--- config.mk ---
export PLATFORM = sky130hd
export DESIGN_NAME = lbm_frame_sched
export DESIGN_NICKNAME = d
export VERILOG_FILES = /design/src/rtl/lbm_frame_sched.sv
export SDC_FILE = /design/constraint.sdc
export NUM_CORES = 1
export LEC_CHECK = 0
export ABC_AREA = 1
export CORE_UTILIZATION = 55
export DETAILED_ROUTE_END_ITERATION = 6
export GPL_ROUTABILITY_DRIVEN = 1
export PLACE_DENSITY = 0.93
export SETUP_SLACK_MARGIN = 0.05
export SLEW_MARGIN = 20
export SYNTH_ARGS = -nofsm -noshare
export SYNTH_HDL_FRONTEND = slang
export SYNTH_SLANG_ARGS = --single-unit
export TNS_END_PERCENT = 100
--- constraint.sdc ---
create_clock -name aclk -period 4.35 [get_ports aclk]
set_input_delay 0.87 -clock aclk [delete_from_list [all_inputs] [get_ports aclk]]
set_output_delay 0.87 -clock aclk [all_outputs]
set_load 0.01 [all_outputs]
--- src/rtl/lbm_frame_sched.sv ---
// lbm_frame_sched: owns the shared lattice BRAM read port and walks it through
// steps_per_frame compute sweeps followed by one readout sweep per frame.
module lbm_frame_sched #(
    parameter int DEPTH         = 2500,
    parameter int ADDRESS_WIDTH = 12
) (
    input  logic                     aclk,
    input  logic                     areset,
    input  logic                     start,
    input  logic                     run,
    input  logic                     abort,
    input  logic [7:0]               steps_per_frame,
    input  logic                     cmp_ready,
    input  logic                     cmp_done,
    input  logic                     rdo_ready,
    output logic [ADDRESS_WIDTH-1:0] bram_addr,
    output logic                     addr_valid,
    output logic                     sel_rdo,
    output logic                     addr_last,
    output logic                     busy,
    output logic                     frame_done,
    output logic [15:0]              frame_cnt,
    output logic [2:0]               dbg_state
);
    // Handshake: a word transfers on a rising edge where addr_valid and the
    // ready of the consumer picked by sel_rdo are both high; otherwise
    // bram_addr, addr_valid and sel_rdo hold.
    typedef enum logic [2:0] {
        S_IDLE      = 3'd0,
        S_COMPUTE   = 3'd1,
        S_CMP_WAIT  = 3'd2,
        S_READOUT   = 3'd3,
        S_FRAME_END = 3'd4
    } state_t;

    localparam logic [ADDRESS_WIDTH-1:0] LAST_ADDR = ADDRESS_WIDTH'(DEPTH - 1);
    localparam logic [ADDRESS_WIDTH-1:0] ADDR_ONE  = ADDRESS_WIDTH'(1);

    state_t                     state_q, state_d;
    logic [ADDRESS_WIDTH-1:0]   addr_q, addr_d;
    logic [7:0]                 steps_q, steps_d;
    logic [7:0]                 step_cnt_q, step_cnt_d;
    logic [15:0]                frame_cnt_q, frame_cnt_d;
    logic                       addr_valid_q, addr_valid_d;
    logic                       sel_rdo_q, sel_rdo_d;
    logic                       busy_q, busy_d;
    logic                       frame_done_q, frame_done_d;

    always_comb begin
        state_d     = state_q;
        addr_d      = addr_q;
        steps_d     = steps_q;
        step_cnt_d  = step_cnt_q;
        frame_cnt_d = frame_cnt_q;

        case (state_q)
            S_IDLE: begin
                if (start && !abort) begin
                    steps_d    = steps_per_frame;
                    step_cnt_d = 8'd0;
                    addr_d     = '0;
                    state_d    = (steps_per_frame == 8'd0) ? S_READOUT : S_COMPUTE;
                end
            end
            S_COMPUTE: begin
                if (cmp_ready) begin
                    if (addr_q == LAST_ADDR) begin
                        addr_d  = '0;
                        state_d = S_CMP_WAIT;
                    end else begin
                        addr_d = addr_q + ADDR_ONE;
                    end
                end
            end
            S_CMP_WAIT: begin
                if (cmp_done) begin
                    step_cnt_d = step_cnt_q + 8'd1;
                    state_d    = (step_cnt_q + 8'd1 == steps_q) ? S_READOUT : S_COMPUTE;
                end
            end
            S_READOUT: begin
                if (rdo_ready) begin
                    if (addr_q == LAST_ADDR) begin
                        addr_d      = '0;
                        state_d     = S_FRAME_END;
                        frame_cnt_d = frame_cnt_q + 16'd1;
                    end else begin
                        addr_d = addr_q + ADDR_ONE;
                    end
                end
            end
            S_FRAME_END: begin
                if (run) begin
                    step_cnt_d = 8'd0;
                    state_d    = (steps_q == 8'd0) ? S_READOUT : S_COMPUTE;
                end else begin
                    state_d = S_IDLE;
                end
            end
            default: state_d = S_IDLE;
        endcase

        // Abort wins over everything else that happened this cycle.
        if (abort && state_q != S_IDLE) begin
            state_d     = S_IDLE;
            addr_d      = '0;
            step_cnt_d  = 8'd0;
            frame_cnt_d = frame_cnt_q;
        end

        addr_valid_d = (state_d == S_COMPUTE) || (state_d == S_READOUT);
        sel_rdo_d    = (state_d == S_READOUT);
        busy_d       = (state_d != S_IDLE);
        frame_done_d = (state_d == S_FRAME_END);
    end

    always_ff @(posedge aclk) begin
        if (areset) begin
            state_q      <= S_IDLE;
            addr_q       <= '0;
            steps_q      <= 8'd0;
            step_cnt_q   <= 8'd0;
            frame_cnt_q  <= 16'd0;
            addr_valid_q <= 1'b0;
            sel_rdo_q    <= 1'b0;
            busy_q       <= 1'b0;
            frame_done_q <= 1'b0;
        end else begin
            state_q      <= state_d;
            addr_q       <= addr_d;
            steps_q      <= steps_d;
            step_cnt_q   <= step_cnt_d;
            frame_cnt_q  <= frame_cnt_d;
            addr_valid_q <= addr_valid_d;
            sel_rdo_q    <= sel_rdo_d;
            busy_q       <= busy_d;
            frame_done_q <= frame_done_d;
        end
    end

    assign bram_addr  = addr_q;
    assign addr_valid = addr_valid_q;
    assign sel_rdo    = sel_rdo_q;
    assign addr_last  = addr_valid_q && (addr_q == LAST_ADDR);
    assign busy       = busy_q;
    assign frame_done = frame_done_q;
    assign frame_cnt  = frame_cnt_q;
    assign dbg_state  = state_q;

endmodule
==> flow_summary.json <==
{
  "crit_path_max_incr_delay_ns": 0.54,
  "track_usage_pct": 27.24,
  "period_share_pct": 65.81,
  "final_area_um2": 3388,
  "power_switching_mw": 0.2058,
  "grt_max_degree": 18,
  "synth_fa_ha_area_share_pct": 1.385,
  "synth.area.mux_share_pct": 0,
  "cp.required_ns": 3.48,
  "rsz0062_at_grt": "no",
  "dp_hpwl_mm": 5.037,
  "hold_ws_ns": 0.4969,
  "synthFlopType": "dfxtp_1",
  "cts.sinks": 51,
  "synth-simple-area-share_pct": 38.18,
  "drv_slew": 0,
  "synth.distinct_cells": 34,
  "worstMarginPinSlew_ns": 0.5222,
  "post_cts_resized": 0,
  "status": "finished, final reports clean",
  "drt-total-wl_mm": 6.810,
  "min_path_type": "flop to flop",
  "drc": 0,
  "syn_inst": 403,
  "synth_compound_area_share_pct": 11.22,
  "cellLeakagePower_nw": 1.302,
  "fill_cells": 375,
  "crit_family": "simple AND/OR/NAND/NOR gates",
  "path_cells": "nand2_1, nor2_1, nand3_1, nor2_1, clkdlybuf4s50_1",
  "ir_worst_vdd_mv": 0.2129,
  "crit_path_top_delay_cell": "clkdlybuf4s50_1",
  "synthesis.area_um2": 2710,
  "cts_tree": "built",
  "cts.path.max_buffers": 2,
  "post-cts-setup-buffers": 0,
  "cts_made_buffers": 5,
  "cap_violations": 0,
  "seqPwrFrac_pct": 54.7,
  "synth_top_cell_area_share_pct": 37.67,
  "skew_ns": 0.01053,
  "critical_path_class": "flop to output port",
  "setup_viol": 0,
  "finalSetupTns_ns": 0,
  "place_area_um2": 3282,
  "syn_to_final_growth_pct": 25.02,
  "clock-root-buffer": "clkbuf_8",
  "p_per_area_nw_per_um2": 259.6,
  "fin_cells": 523,
  "min_period_ns": 2.863,
  "grt_pass1_vias": 2575,
  "drt_iter0_drc": 278,
  "die_x_um": 72.20,
  "synth_seq_cells": 51,
  "grt_antenna_before_repair": 0,
  "diodes": 0,
  "final_cell_mix": "nand2_1, inv_1, dfxtp_1, clkdlybuf4s50_1, nor2_1",
  "finalHoldViolCount": 0,
  "cts_hold_buf": 0,
  "viasPerCell": 5.558,
  "htree_num_levels": 2,
  "path_max_fanout": 7,
  "worst_slack_ns": 1.487,
  "p_int_mw": 0.6738,
  "swShare_pct": 23.40,
  "synth_top_family_by_area": "simple AND/OR/NAND/NOR gates",
  "worstPathArrival_ns": 1.99,
  "die_y_um": 72.20,
  "max_slew_margin_pct": 65.08,
  "clock_power_share_pct": 36.7,
  "placementRows": 25,
  "synth_edf_count": 0,
  "ios": 52,
  "clkTransAtPathRegs_ns": 0.10,
  "crit_top_cell": "nor2_1",
  "syn_nets": 422,
  "final_nets": 475,
  "fp.dieArea_um2": 5212,
  "synthXorXnorAreaFrac_pct": 2.909,
  "yosysTopAreaCell": "dfxtp_1",
  "layout-drive-gt1-share_pct": 4.167,
  "routedWlPerCell_um": 13.02,
  "final_common_cell": "nand2_1",
  "cp-end-kind": "output port",
  "start_util_pct": 57.38,
  "grt_pass1_wl_mm": 11.23,
  "placed_cells": 516,
  "startpoint_type": "flop",
  "cp_num_buf_inv": 1,
  "timing.fmax_mhz": 349.3,
  "syn_area_per_cell_um2": 6.725,
  "io_buffers": 51,
  "coreArea_um2": 4723,
  "globalRouteOverflowTotal": 0,
  "drt-pass1-iter-count": 6,
  "comb_power_share_pct": 8.6,
  "dp_slack_ns": 1.572,
  "clk_latency_ns": 0.31,
  "synth-async-reset-ratio_pct": 0,
  "yosys_warnings": 0,
  "gp_congestion": 0.9545,
  "yosysSeqAreaShare_pct": 37.67,
  "ant_nets": 0,
  "num_vias": 2907,
  "synth_area_leaders": "dfxtp_1, nand2_1, inv_1, a21oi_1, nor2_1"
}
-- power by group through the flow --
stage | logic (mW) | registers [mW] | clock network (mW)
global placement | 0.0729 | 0.492 | 0
detailed placement | 0.0746 | 0.492 | 0
CTS | 0.0750 | 0.481 | 0.329
global route | 0.0831 | 0.482 | 0.344
floorplan | 0.0424 | 0.491 | 0
finish | 0.0760 | 0.481 | 0.323
-- kinds of logic (layout without fill, tap and decap cells) --
group,Yosys count,after routing
XOR/XNOR,9,9
AND/OR/NAND/NOR,223,223
flip-flops,51,51
adder cells (fa/ha/maj),3,3
AO/OA/AOI/OAI,56,56
buffers and inverters,61,114
-- state kept, by name (all words and copies together), names as in the netlist --
register / flops
steps_q: 8
frame_done: 1
step_cnt_q: 8
frame_cnt: 16
sel_rdo: 1
dbg_state: 3
addr_valid: 1
bram_addr: 12
busy: 1
-- worst min-delay path, delay by kind of cell (launching register included) --
| family | cells | cell delay (ns) |
|---|---|---|
| buffers and inverters | 1 | 0.07 |
| flip-flops | 1 | 0.33 |
| AO/OA/AOI/OAI | 1 | 0.06 |
-- cell type report --
cell class	count	area, µm²	share of cell area, %
multi-input combinational	291	1455	42.95
timing repair buffer	51	510.5	15.07
sequential	51	1021	30.13
clock buffer	5	68.82	2.031
clock inverter	2	37.54	1.108
inverter	56	211.5	6.241
tap	67	83.83	2.474
-- through the flow --
| step | utilization [%] | total power, mW |
|---|---|---|
| floorplan | - | 0.5339 |
| global placement | 69.48 | 0.5646 |
| detailed placement | 69.48 | 0.5664 |
| CTS | 71.74 | 0.8844 |
| global route | 71.74 | 0.9089 |
| finish | 71.74 | 0.8796 |
-- final timing paths --
kind                                   from                          to  slack (ns)  cells past startpoint
hold reg to reg     steps_q[7]$_SDFFE_PP0P_     steps_q[7]$_SDFFE_PP0P_        0.50                      2
hold / removal      steps_q[7]$_SDFFE_PP0P_     steps_q[7]$_SDFFE_PP0P_        0.50                      2
setup reg to reg  bram_addr[6]$_SDFFE_PP0P_  frame_cnt[12]$_SDFFE_PP0P_        2.26                      8
setup / recovery  bram_addr[6]$_SDFFE_PP0P_                   addr_last        1.49                      5
-- routing by layer --
metal  global-route usage [%]  vias to the layer above  routed length [µm]
met3                    5.694                       24                 475
met1                    35.02                     1318                2986
met4                    14.16                        0                 201
met2                    43.09                      141                3147
li1                         -                     1424                   -
met5                        0                        -                   0
-- Yosys cell counts (2+ instances only) --
library cell / number
nor2_1: 44
o21ai_0: 12
dfxtp_1: 51
xnor2_1: 4
nor4_1: 7
nor2_2: 2
o21a_1: 2
clkbuf_1: 2
xor2_1: 5
nor3b_1: 2
ha_1: 3
a211oi_1: 4
nor3_1: 17
nand4_1: 10
and3_1: 3
a21oi_1: 34
nand3_1: 30
buf_2: 3
inv_1: 54
a31oi_1: 2
nor3_2: 2
nand2_1: 98
(Power assumes the default switching activity.)
